### config.mk
export PLATFORM = sky130hd
export DESIGN_NAME = sha1_msg_padder
export DESIGN_NICKNAME = d
export VERILOG_FILES = /design/src/rtl/sha1_pad_pkg.sv /design/src/rtl/sha1_pad_word.sv /design/src/rtl/sha1_msg_padder.sv
export SDC_FILE = /design/constraint.sdc
export NUM_CORES = 1
export LEC_CHECK = 0
export BUFFER_PORTS_ARGS = -buffer_cell sky130_fd_sc_hd__buf_2
export CAP_MARGIN = 20
export CORE_AREA = 2 2 347 349
export CTS_BUF_LIST = sky130_fd_sc_hd__clkbuf_8
export DETAILED_ROUTE_END_ITERATION = 7
export DIE_AREA = 0 0 349 351
export PLACE_DENSITY_LB_ADDON = 0.15
export SYNTH_ARGS = -nofsm -noshare
export SYNTH_HDL_FRONTEND = slang
export SYNTH_SLANG_ARGS = --single-unit
### constraint.sdc
create_clock -name clk -period 3.4 [get_ports clk]
set_input_delay 0.68 -clock clk [delete_from_list [all_inputs] [get_ports clk]]
set_output_delay 0.68 -clock clk [all_outputs]
set_load 0.01 [all_outputs]
### src/rtl/sha1_pad_pkg.sv
`default_nettype none
// +--------------------------------------------------------------------------+
// | Module   : sha1_pad_pkg                                                  |
// | Desc     : Shared types, constants and byte helpers for the SHA-1 padder |
// | Revision : 1.0 - initial release                                         |
// +--------------------------------------------------------------------------+
package sha1_pad_pkg;

    typedef enum logic [3:0] {
        ST_IDLE  = 4'd0,
        ST_FILL  = 4'd1,
        ST_PAD   = 4'd2,
        ST_LEN   = 4'd3,
        ST_ISSUE = 4'd4,
        ST_WAIT  = 4'd5,
        ST_FIN   = 4'd6,
        ST_DONE  = 4'd7
    } state_t;

    localparam logic [31:0] PAD_WORD    = 32'h8000_0000;
    localparam int          BLOCK_WORDS = 16;
    localparam logic [3:0]  LEN_HI_IDX  = 4'd14;
    localparam logic [3:0]  LEN_LO_IDX  = 4'd15;

    // Keep-mask for the first n bytes of a big-endian word, n in 0..4.
    function automatic logic [31:0] byte_mask(input logic [2:0] n);
        case (n)
            3'd0:    byte_mask = 32'h0000_0000;
            3'd1:    byte_mask = 32'hFF00_0000;
            3'd2:    byte_mask = 32'hFFFF_0000;
            3'd3:    byte_mask = 32'hFFFF_FF00;
            default: byte_mask = 32'hFFFF_FFFF;
        endcase
    endfunction

    // 0x80 marker placed in byte n; nothing when the word is full.
    function automatic logic [31:0] pad_marker(input logic [2:0] n);
        case (n)
            3'd0:    pad_marker = PAD_WORD;
            3'd1:    pad_marker = 32'h0080_0000;
            3'd2:    pad_marker = 32'h0000_8000;
            3'd3:    pad_marker = 32'h0000_0080;
            default: pad_marker = 32'h0000_0000;
        endcase
    endfunction

endpackage
`default_nettype wire

### src/rtl/sha1_pad_word.sv
`default_nettype none
// +--------------------------------------------------------------------------+
// | Module   : sha1_pad_word                                                 |
// | Desc     : Masks unused bytes of a final word and inserts the 0x80 byte  |
// | Revision : 1.0 - initial release                                         |
// +--------------------------------------------------------------------------+
module sha1_pad_word
    import sha1_pad_pkg::*;
(
    input  logic [31:0] i_data,
    input  logic [2:0]  i_bytes,
    output logic [31:0] o_word,
    output logic [2:0]  o_nbytes,
    output logic        o_pad_inserted
);

    logic [2:0] w_n;

    assign w_n            = (i_bytes > 3'd4) ? 3'd4 : i_bytes;
    assign o_word         = (i_data & byte_mask(w_n)) | pad_marker(w_n);
    assign o_nbytes       = w_n;
    assign o_pad_inserted = (w_n != 3'd4);

endmodule
`default_nettype wire

### src/rtl/sha1_msg_padder.sv
`default_nettype none
// +--------------------------------------------------------------------------+
// | Module   : sha1_msg_padder                                               |
// | Desc     : Word-stream SHA-1 padder feeding 512-bit blocks to sha1_core  |
// | Revision : 1.0 - initial release                                         |
// +--------------------------------------------------------------------------+
module sha1_msg_padder
    import sha1_pad_pkg::*;
#(
    parameter int LEN_W = 64
) (
    input  logic         clk,
    input  logic         sha_reset,
    input  logic [31:0]  in_data,
    input  logic         in_valid,
    input  logic         in_last,
    input  logic [2:0]   in_bytes,
    output logic         in_ready,
    input  logic         sha_core_ready,
    input  logic [159:0] sha_core_digest,
    input  logic         sha_core_digest_valid,
    output logic         sha_init,
    output logic         sha_next,
    output logic [511:0] sha_block,
    output logic [159:0] sha_hash,
    output logic         hash_valid,
    output logic         busy
);

    state_t             r_state;
    state_t             w_state_next;
    logic [31:0]        r_block [BLOCK_WORDS];
    logic [3:0]         r_ctr;
    logic [LEN_W-1:0]   r_len;
    logic               r_first;
    logic               r_last_seen;
    logic               r_pad_done;
    logic               r_len_done;
    logic               r_wait_skip;
    logic [159:0]       r_hash;
    logic               r_hash_valid;

    logic [31:0]        w_last_word;
    logic [2:0]         w_nbytes;
    logic               w_pad_ins;
    logic               w_accept;
    logic               w_start;
    logic [LEN_W-1:0]   w_len_base;
    logic [LEN_W-1:0]   w_len_add;
    logic [63:0]        w_len64;
    logic               w_pad_to_len;

    sha1_pad_word u_pad_word (
        .i_data         (in_data),
        .i_bytes        (in_bytes),
        .o_word         (w_last_word),
        .o_nbytes       (w_nbytes),
        .o_pad_inserted (w_pad_ins)
    );

    assign in_ready     = (r_state == ST_IDLE) || (r_state == ST_FILL) || (r_state == ST_DONE);
    assign busy         = (r_state != ST_IDLE) && (r_state != ST_DONE);
    assign w_accept     = in_valid && in_ready;
    assign w_start      = w_accept && ((r_state == ST_IDLE) || (r_state == ST_DONE));
    assign w_len_base   = w_start ? '0 : r_len;
    assign w_len_add    = in_last ? LEN_W'({w_nbytes, 3'b000}) : LEN_W'(32);
    assign w_len64      = 64'(r_len);
    assign w_pad_to_len = (r_ctr == LEN_HI_IDX) && r_pad_done;
    assign sha_init     = (r_state == ST_ISSUE) && sha_core_ready && r_first;
    assign sha_next     = (r_state == ST_ISSUE) && sha_core_ready && !r_first;
    assign sha_hash     = r_hash;
    assign hash_valid   = r_hash_valid;

    for (genvar gi = 0; gi < BLOCK_WORDS; gi++) begin : g_block_out
        assign sha_block[511-32*gi -: 32] = r_block[gi];
    end

    always_comb begin
        w_state_next = r_state;
        case (r_state)
            ST_IDLE, ST_DONE, ST_FILL: begin
                if (w_accept) begin
                    if (r_ctr == LEN_LO_IDX) w_state_next = ST_ISSUE;
                    else if (in_last)        w_state_next = ST_PAD;
                    else                     w_state_next = ST_FILL;
                end
            end
            ST_PAD: begin
                if (w_pad_to_len)              w_state_next = ST_LEN;
                else if (r_ctr == LEN_LO_IDX)  w_state_next = ST_ISSUE;
            end
            ST_LEN:   w_state_next = ST_ISSUE;
            ST_ISSUE: if (sha_core_ready) w_state_next = ST_WAIT;
            ST_WAIT: begin
                // The core only drops ready the cycle after the pulse, so skip one sample.
                if (!r_wait_skip && sha_core_ready) begin
                    if (!r_last_seen)     w_state_next = ST_FILL;
                    else if (!r_len_done) w_state_next = ST_PAD;
                    else                  w_state_next = ST_FIN;
                end
            end
            ST_FIN: if (sha_core_digest_valid && sha_core_ready) w_state_next = ST_DONE;
            default: w_state_next = ST_IDLE;
        endcase
    end

    always_ff @(posedge clk) begin
        if (sha_reset) begin
            r_state      <= ST_IDLE;
            r_ctr        <= '0;
            r_len        <= '0;
            r_first      <= 1'b1;
            r_last_seen  <= 1'b0;
            r_pad_done   <= 1'b0;
            r_len_done   <= 1'b0;
            r_wait_skip  <= 1'b0;
            r_hash       <= '0;
            r_hash_valid <= 1'b0;
            for (int i = 0; i < BLOCK_WORDS; i++) r_block[i] <= '0;
        end else begin
            r_state <= w_state_next;
            case (r_state)
                ST_IDLE, ST_DONE, ST_FILL: begin
                    if (w_accept) begin
                        r_block[r_ctr] <= in_last ? w_last_word : in_data;
                        r_ctr          <= r_ctr + 4'd1;
                        r_len          <= w_len_base + w_len_add;
                        r_last_seen    <= in_last;
                        r_pad_done     <= in_last && w_pad_ins;
                        if (w_start) begin
                            r_first      <= 1'b1;
                            r_len_done   <= 1'b0;
                            r_hash_valid <= 1'b0;
                        end
                    end
                end
                ST_PAD: begin
                    if (!w_pad_to_len) begin
                        r_block[r_ctr] <= r_pad_done ? 32'h0 : PAD_WORD;
                        r_pad_done     <= 1'b1;
                        r_ctr          <= r_ctr + 4'd1;
                    end
                end
                ST_LEN: begin
                    r_block[LEN_HI_IDX] <= w_len64[63:32];
                    r_block[LEN_LO_IDX] <= w_len64[31:0];
                    r_len_done          <= 1'b1;
                end
                ST_ISSUE: begin
                    if (sha_core_ready) begin
                        r_first     <= 1'b0;
                        r_wait_skip <= 1'b1;
                    end
                end
                ST_WAIT: begin
                    if (r_wait_skip) begin
                        r_wait_skip <= 1'b0;
                    end else if (sha_core_ready) begin
                        r_ctr <= '0;
                        for (int i = 0; i < BLOCK_WORDS; i++) r_block[i] <= '0;
                    end
                end
                ST_FIN: begin
                    if (sha_core_digest_valid && sha_core_ready) begin
                        r_hash       <= sha_core_digest;
                        r_hash_valid <= 1'b1;
                    end
                end
                default: ;
            endcase
        end
    end

endmodule
`default_nettype wire
==> results of run 1 <==
==> cells in the final DEF (no fill, tap or decap), types with 9 or more instances in the layout <==
master,count
nand2_2,10
nand3_2,12
dfxtp_1,234
nand4_1,30
edfxtp_1,512
nand2_1,476
nand3_1,29
xnor2_1,20
nor2b_1,9
o21ai_0,74
a21oi_1,189
clkinv_2,12
or3_1,11
clkinv_1,24
clkbuf_8,150
inv_1,69
and3_1,13
xor2_1,24
nor3_1,13
nor4_1,9
buf_4,103
buf_12,33
dlygate4sd3_1,151
buf_2,876
nor2_1,532
==> state kept, by name, summed over array words and instances (netlist names) <==
| name | cells |
|---|---|
| r_first | 1 |
| r_wait_skip | 1 |
| r_state | 3 |
| r_len_done | 1 |
| sha_hash | 160 |
| r_len | 61 |
| r_ctr | 4 |
| hash_valid | 1 |
| r_pad_done | 1 |
| r_last_seen | 1 |
| r_block | 512 |
==> layer usage <==
layer / global-route usage / wire length (µm)
met1: 0.258 / 54500
met3: 0.0609 / 9480
met5: 0 / 127
met2: 0.344 / 63300
met4: 0.0689 / 3870
==> worst max path at each step <==
stage	slack (ps)	startpoint	end
after floorplan	8	in_valid	r_len[45]
after global placement	-80	in_valid	r_len[44]
after detailed placement	-120	in_valid	r_len[44]
after CTS	2	r_state[2]	busy
after global routing	8	r_state[2]	in_ready
final	200	r_state[2]	in_ready
==> final cells by class <==
class	instances	area [µm²]	share of cell area
Antenna cell	7	17.5	0.000447
Tap cell	1548	1940	0.0494
Sequential cell	746	20100	0.512
Clock inverter	107	542	0.0138
Timing Repair Buffer	1164	7340	0.187
Inverter	14	52.6	0.00134
Clock buffer	150	2060	0.0527
Multi-Input combinational cell	1534	7160	0.183
==> logic make-up (layout without fill, tap and decap cells) <==
| group | count (synthesis) | count (layout) | synth area share |
|---|---|---|---|
| AND/OR/NAND/NOR | 1186 | 1186 | 0.177 |
| flip-flops | 746 | 746 | 0.722 |
| AO/OA/AOI/OAI | 294 | 294 | 0.0563 |
| buffers and inverters | 182 | 1435 | 0.0267 |
| XOR/XNOR | 44 | 44 | 0.0139 |
| adder cells (fa/ha/maj) | 8 | 8 | 0.00387 |
| multiplexers | 2 | 2 | 0.000810 |
| other | 0 | 7 | 0 |
==> power by group through the flow <==
stage / Combinational [mW] / Clock (mW) / Sequential, mW
4_1_cts: 3.74 / 8.64 / 10.6
3_5_place_dp: 3.59 / 0 / 10.8
3_3_place_gp: 3.60 / 0 / 10.8
5_1_grt: 3.91 / 9.02 / 10.6
6_report: 3.64 / 8.38 / 10.6
2_1_floorplan: 1.09 / 0 / 11.1
==> what timing repair did <==
| item | CTS | global route |
|---|---|---|
| setup buffers | 0 | 0 |
| resized for setup | 0 | 1 |
| endpoints found under the setup margin | 0 | 1 |
| hold buffers | 151 | 0 |
| hold endpoints to repair | 151 | 0 |
==> metrics by stage <==
stage / hold slack (ps) / power, mW / instances
final: 101 / 22.6 / 5270
after global routing: 43.8 / 23.6 / 5268
after CTS: 0.351 / 23.0 / 5263
after detailed placement: 443 / 14.4 / 4855
after global placement: 440 / 14.4 / 4855
after floorplan: 445 / 12.2 / 2462
==> worst max-delay path, stage by stage, from the launching register on <==
cell and delay (ps):
dfxtp_1 330, buf_4 220, and2_0 330, a21oi_1 520
inv_1 100, buf_2 170
==> out/metrics.csv, run 1 <==
stage;metric;value;unit
setup_path;worst-path fanout max;20;
global_routing;initial antenna violation count;30;
finish;Area growth syn-to-layout;40.9;%
synthesis;Cell variety after synth;59;
setup_path;nature of the critical path startpoint;register;
clocking;Worst-path clk slew;60;ps
placement;gp weighted congestion;0.817;
detailed_routing;vias per cell;4.41;
finish;# fillers;12357;
die;Die W;349;µm
synthesis;Yosys reg bits;746;
finish;Nets;3812;
global_routing;pin count of the biggest net entering global routing;173;
synthesis;synthesized area;0.0278;mm²
die;Die Footprint;0.122;mm²
sta;Setup Skew;45.3;ps
sta;timing-limited maximum frequency;313;MHz
clocking;CTS buffer count;143;
worst_hold_path;Hold Path Sink;sha_hash[140];
sta;unrepaired setup endpoints after global routing;no;
global_routing;gr usage total;0.207;
power_and_ir_drop;Flop pwr share;0.468;
detailed_routing;DRT iter0 DRCs;1843;
outcome;status;complete, no violations;
setup_path;Critical Path RT;2720;ps
die;IO Pins;878;
synthesis;Ys Warns;0;
synthesis;number of synthesized flops with an enable pin;512;
synthesis;syn_nets;2671;
setup_path;r2r worst-path depth;9;
clocking;Clock Latency Late Sink;890;ps
detailed_routing;detailed-route via count;23246;
finish;Final Cell Area;0.0392;mm²
synthesis;most common cell in the netlist;nor2_1;
synthesis;Top FF cell, synth;edfxtp_1;
detailed_routing;final WL;131000;µm
power_and_ir_drop;Logic pwr share;0.161;
global_routing;vias in the first global route;22730;
sta;TNS Setup;0;ps
power_and_ir_drop;static leakage;16.4;nW
placement;post-DP HPWL;92500;µm
sta;Max transition margin;0.201;
global_routing;first-pass GRT wire length;179000;µm
sta;Final min period;3200;ps
synthesis;most frequent cells after synthesis;nor2_1 (534), edfxtp_1 (512), nand2_1 (486), dfxtp_1 (234), a21oi_1 (191);
finish;share of layout cells above drive strength 1;0.334;
synthesis;Mapped Cells;2462;
sta;fin crit share;0.940;
sta;count of pins over their slew limit;0;
finish;fin util;0.329;
worst_hold_path;hold path start;sha_core_digest[140];
worst_hold_path;path type of the worst min-delay path;in2reg;
setup_path;crit path kind;reg2out;
detailed_routing;DR DRC count;0;
synthesis;leading area contributor after synthesis;edfxtp_1;
setup_path;r2r startpoint;r_state[2];
clocking;clk sink count;746;
clocking;H-tree depth;4;
synthesis;Seq/Total Area, Yosys;0.722;
setup_path;reg2reg setup slack;220;ps
placement;PortBufs;877;
detailed_routing;drt first pass iters;6;
clocking;CTS Buffer Depth;3;
sta;endpoints failing setup;0;
detailed_routing;Final ANT Viol Nets;0;
power_and_ir_drop;VDD IR-drop max;0.377;mV
detailed_routing;DR WL/cell;24.9;µm
placement;post-place setup slack;-118;ps
synthesis;largest cells by area after synthesis;edfxtp_1 (55%), dfxtp_1 (17%), nor2_1 (7.2%);
power_and_ir_drop;Clk pwr share;0.371;
sta;worst slew pin tran;1200;ps
clocking;Clock Tree Root;clkbuf_8;
synthesis;asr flop ratio synth;0;
synthesis;Yosys top cell area share;0.553;
run;max_cap viols;0;
synthesis;Avg Inst Size Synth;11.3;µm²
die;Core ar.;0.119;mm²
power_and_ir_drop;power per standard cell area;577;mW/mm²
placement;placed cell area;0.0350;mm²
setup_path;RR Endpoint;r_len[44];
die;Initial Util;0.234;
sta;Final Hold Vio Count;0;
power_and_ir_drop;switching share of total power;0.306;
power_and_ir_drop;sw power;6.91;mW
clocking;CTS tree;yes;
global_routing;gr ovfl total;0;
setup_path;Worst Setup End Kind;output port;
die;Rows;127;
worst_hold_path;worst hold stages;3;
sta;setup slack after layout;203;ps
die;die height;351;µm
power_and_ir_drop;Int Power;15.7;mW
setup_path;arrival time at the worst endpoint;2520;ps
Power figures use the tool's default switching activity.
==> run 2, diff against run 1 <==
- CORE_AREA: 2 2 347 349 -> 2 2 343 345
- DIE_AREA: 0 0 349 351 -> 0 0 345 347
- SYNTH_HIERARCHICAL: unset -> 1
==> out/metrics.csv, run 2 <==
stage;metric;value;unit;change
outcome;status;complete, no violations;;unchanged
sta;Final min period;3090;ps;was 3200 ps
global_routing;initial antenna violation count;25;;was 30
synthesis;Cell variety after synth;75;;was 59
placement;gp weighted congestion;0.845;;was 0.817
worst_hold_path;hold path start;sha_core_digest[65];;was sha_core_digest[140]
detailed_routing;detailed-route via count;23873;;was 23,246
synthesis;largest cells by area after synthesis;edfxtp_1 (53%), dfxtp_1 (16%), nand2_1 (6.4%);;was edfxtp_1 (55%), dfxtp_1 (17%), nor2_1 (7.2%)
clocking;Post-CTS Resized;0;;unchanged
placement;post-DP HPWL;90500;µm;was 92,500 µm
detailed_routing;DR DRC count;0;;unchanged
synthesis;Yosys top cell area share;0.534;;was 0.553
power_and_ir_drop;static leakage;16.3;nW;was 16.4 nW
synthesis;synthesized area;0.0288;mm²;was 0.0278 mm²
synthesis;most common cell in the netlist;edfxtp_1;;was nor2_1
sta;Max transition margin;0.290;;was 0.201
synthesis;Top FF cell, synth;edfxtp_1;;unchanged
sta;timing-limited maximum frequency;324;MHz;was 313 MHz
synthesis;Avg Inst Size Synth;11.3;µm²;about the same
setup_path;r2r worst-path depth;13;;was 9
detailed_routing;drt first pass iters;5;;was 6
finish;share of layout cells above drive strength 1;0.343;;was 0.334
finish;fin cells;5243;;was 5,270
setup_path;crit path kind;reg2reg;;was reg2out
detailed_routing;DR WL/cell;24.5;µm;was 24.9 µm
setup_path;nature of the critical path startpoint;register;;unchanged
synthesis;leading area contributor after synthesis;edfxtp_1;;unchanged
die;Core ar.;0.116;mm²;was 0.119 mm²
placement;post-place setup slack;-51.8;ps;was -118 ps
global_routing;gr usage total;0.208;;was 0.207
finish;Top reg by flops;r_block;;unchanged
clocking;Clock Latency Late Sink;820;ps;was 890 ps
finish;Nets;3817;;was 3,812
worst_hold_path;worst hold stages;3;;unchanged
sta;Setup Skew;47.9;ps;was 45.3 ps
placement;PortBufs;877;;unchanged
sta;fin crit share;0.909;;was 0.940
clocking;CTS buffer count;138;;was 143
sta;Final Hold Vio Count;0;;unchanged
sta;WHS;118;ps;was 101 ps
sta;count of pins over their slew limit;0;;unchanged
global_routing;first-pass GRT wire length;178000;µm;was 179,000 µm
placement;placed cell count;4909;;was 4,855
clocking;Worst-path clk slew;60;ps;about the same
sta;unrepaired setup endpoints after global routing;no;;unchanged
die;Initial Util;0.249;;was 0.234
synthesis;number of synthesized flops with an enable pin;512;;unchanged
clocking;Clock Tree Root;clkbuf_8;;unchanged
synthesis;asr flop ratio synth;0;;unchanged
sta;TNS Setup;0;ps;unchanged
synthesis;Yosys reg bits;746;;unchanged
die;IO Pins;878;;unchanged
clocking;CTS Buffer Depth;3;;unchanged
sta;setup slack after layout;309;ps;was 203 ps
synthesis;syn_nets;2767;;was 2,671
setup_path;reg2reg setup slack;310;ps;was 220 ps
worst_hold_path;Hold Path Sink;sha_hash[65];;was sha_hash[140]
worst_hold_path;path type of the worst min-delay path;in2reg;;unchanged
finish;Area growth syn-to-layout;36.6;%;was 40.9%
finish;Largest register FFs;512;;unchanged
global_routing;gr ovfl total;0;;unchanged
die;Rows;125;;was 127
clocking;H-tree depth;4;;unchanged
finish;most frequent cells in the layout;buf_2 (876), edfxtp_1 (512), nor2_1 (490);;was buf_2 (876), nor2_1 (532), edfxtp_1 (512)
setup_path;Worst Setup End Kind;register;;was output port
sta;worst slew pin tran;1060;ps;was 1200 ps
detailed_routing;DRT iter0 DRCs;1639;;was 1,843
global_routing;vias in the first global route;23357;;was 22,730
synthesis;Ys Warns;6;;was 0
setup_path;arrival time at the worst endpoint;3830;ps;was 2520 ps
global_routing;pin count of the biggest net entering global routing;170;;was 173
clocking;setup bufs post-CTS;0;;unchanged
power_and_ir_drop;power per standard cell area;531;mW/mm²;was 577 mW/mm²
clocking;hold buffers post-CTS;82;;was 151
run;max_cap viols;0;;unchanged
detailed_routing;vias per cell;4.55;;was 4.41
finish;commonest non-fill, non-tap cell in the layout;buf_2;;unchanged
detailed_routing;final WL;129000;µm;was 131,000 µm
setup_path;worst-path fanout max;5;;was 20
die;Die Footprint;0.120;mm²;was 0.122 mm²
die;Die W;345;µm;was 349 µm
power_and_ir_drop;VDD IR-drop max;0.281;mV;was 0.377 mV
setup_path;r2r startpoint;r_state[2];;unchanged
setup_path;RR Endpoint;r_len[61];;was r_len[44]
clocking;clk sink count;746;;unchanged
setup_path;Critical Path RT;4140;ps;was 2720 ps
detailed_routing;Final ANT Viol Nets;0;;unchanged
clocking;CTS tree;yes;;unchanged
synthesis;Mapped Cells;2557;;was 2,462
synthesis;Seq/Total Area, Yosys;0.697;;was 0.722
finish;# fillers;11927;;was 12,357
sta;endpoints failing setup;0;;unchanged
die;die height;347;µm;was 351 µm
synthesis;most frequent cells after synthesis;edfxtp_1 (512), nand2_1 (494), nor2_1 (492), dfxtp_1 (234), a21oi_1 (208);;was nor2_1 (534), edfxtp_1 (512), nand2_1 (486), dfxtp_1 (234), a21oi_1 (191)
## run 2: per-layer routing
metal  track usage  up-vias  routed length (µm)
met5             0        -                 207
met4        0.0581       32                2900
met3        0.0599      174                9530
met2         0.346      946               61600
met1         0.262    11737               54400
li1              -    10984                   -
## run 2: kinds of logic (layout without fill, tap and decap cells)
group | Yosys count | after routing | share of synthesized area
buffers and inverters | 197 | 1352 | 0.0285
AO/OA/AOI/OAI | 342 | 342 | 0.0674
adder cells (fa/ha/maj) | 9 | 9 | 0.00417
XOR/XNOR | 22 | 22 | 0.00669
AND/OR/NAND/NOR | 1202 | 1202 | 0.182
multiplexers | 39 | 39 | 0.0150
flip-flops | 746 | 746 | 0.697
other | 0 | 7 | 0
## run 2: critical path: stages (launching register included)
cell and delay, ps:
dfxtp_1 310, or4b_4 540, buf_4 160, and3_1 180
ha_1 210, fa_1 410, a21oi_1 150, buf_4 140
nor4b_4 40, buf_4 170, buf_4 140, and4b_1 210
a311oi_1 220, a41o_1 120
## run 2: power breakdown
group          internal, mW  leakage (nW)  total, mW  switching [mW]
clock network          4.23          1.51       8.30            4.07
logic                 0.749          7.61       2.40            1.65
registers              10.0          7.18       10.2           0.118
total                  15.0          16.3       20.9            5.84
## run 2: worst max-delay path by stage
stage | from | end | slack [ps] | depth (start not counted)
6_report | r_state[2] | r_len[61] | 310 | 13
5_1_grt | r_state[2] | sha_next | 190 | 5
4_1_cts | r_state[2] | busy | 150 | 4
3_5_place_dp | in_valid | r_len[61] | -50 | 14
3_3_place_gp | in_valid | r_len[61] | 5 | 14
2_1_floorplan | in_valid | r_block[14][0] | 8 | 8
## run 2: layout make-up
| class | instances | area, µm² | share of cell area |
|---|---|---|---|
| clock inverter | 93 | 500 | 0.0127 |
| tap | 1524 | 1910 | 0.0485 |
| clock buffer | 152 | 2090 | 0.0532 |
| inverter | 17 | 63.8 | 0.00162 |
| timing repair buffer | 1090 | 6660 | 0.169 |
| sequential | 746 | 20100 | 0.510 |
| antenna | 7 | 17.5 | 0.000445 |
| multi-input combinational | 1614 | 8020 | 0.204 |
## run 2: per-stage QoR
step	area, µm²	power [mW]	util
2_1_floorplan	28800	11.3	-
3_3_place_gp	35900	12.7	0.310
3_5_place_dp	35900	12.7	0.310
4_1_cts	39300	21.2	0.340
5_1_grt	39300	21.7	0.340
6_report	39300	20.9	0.340
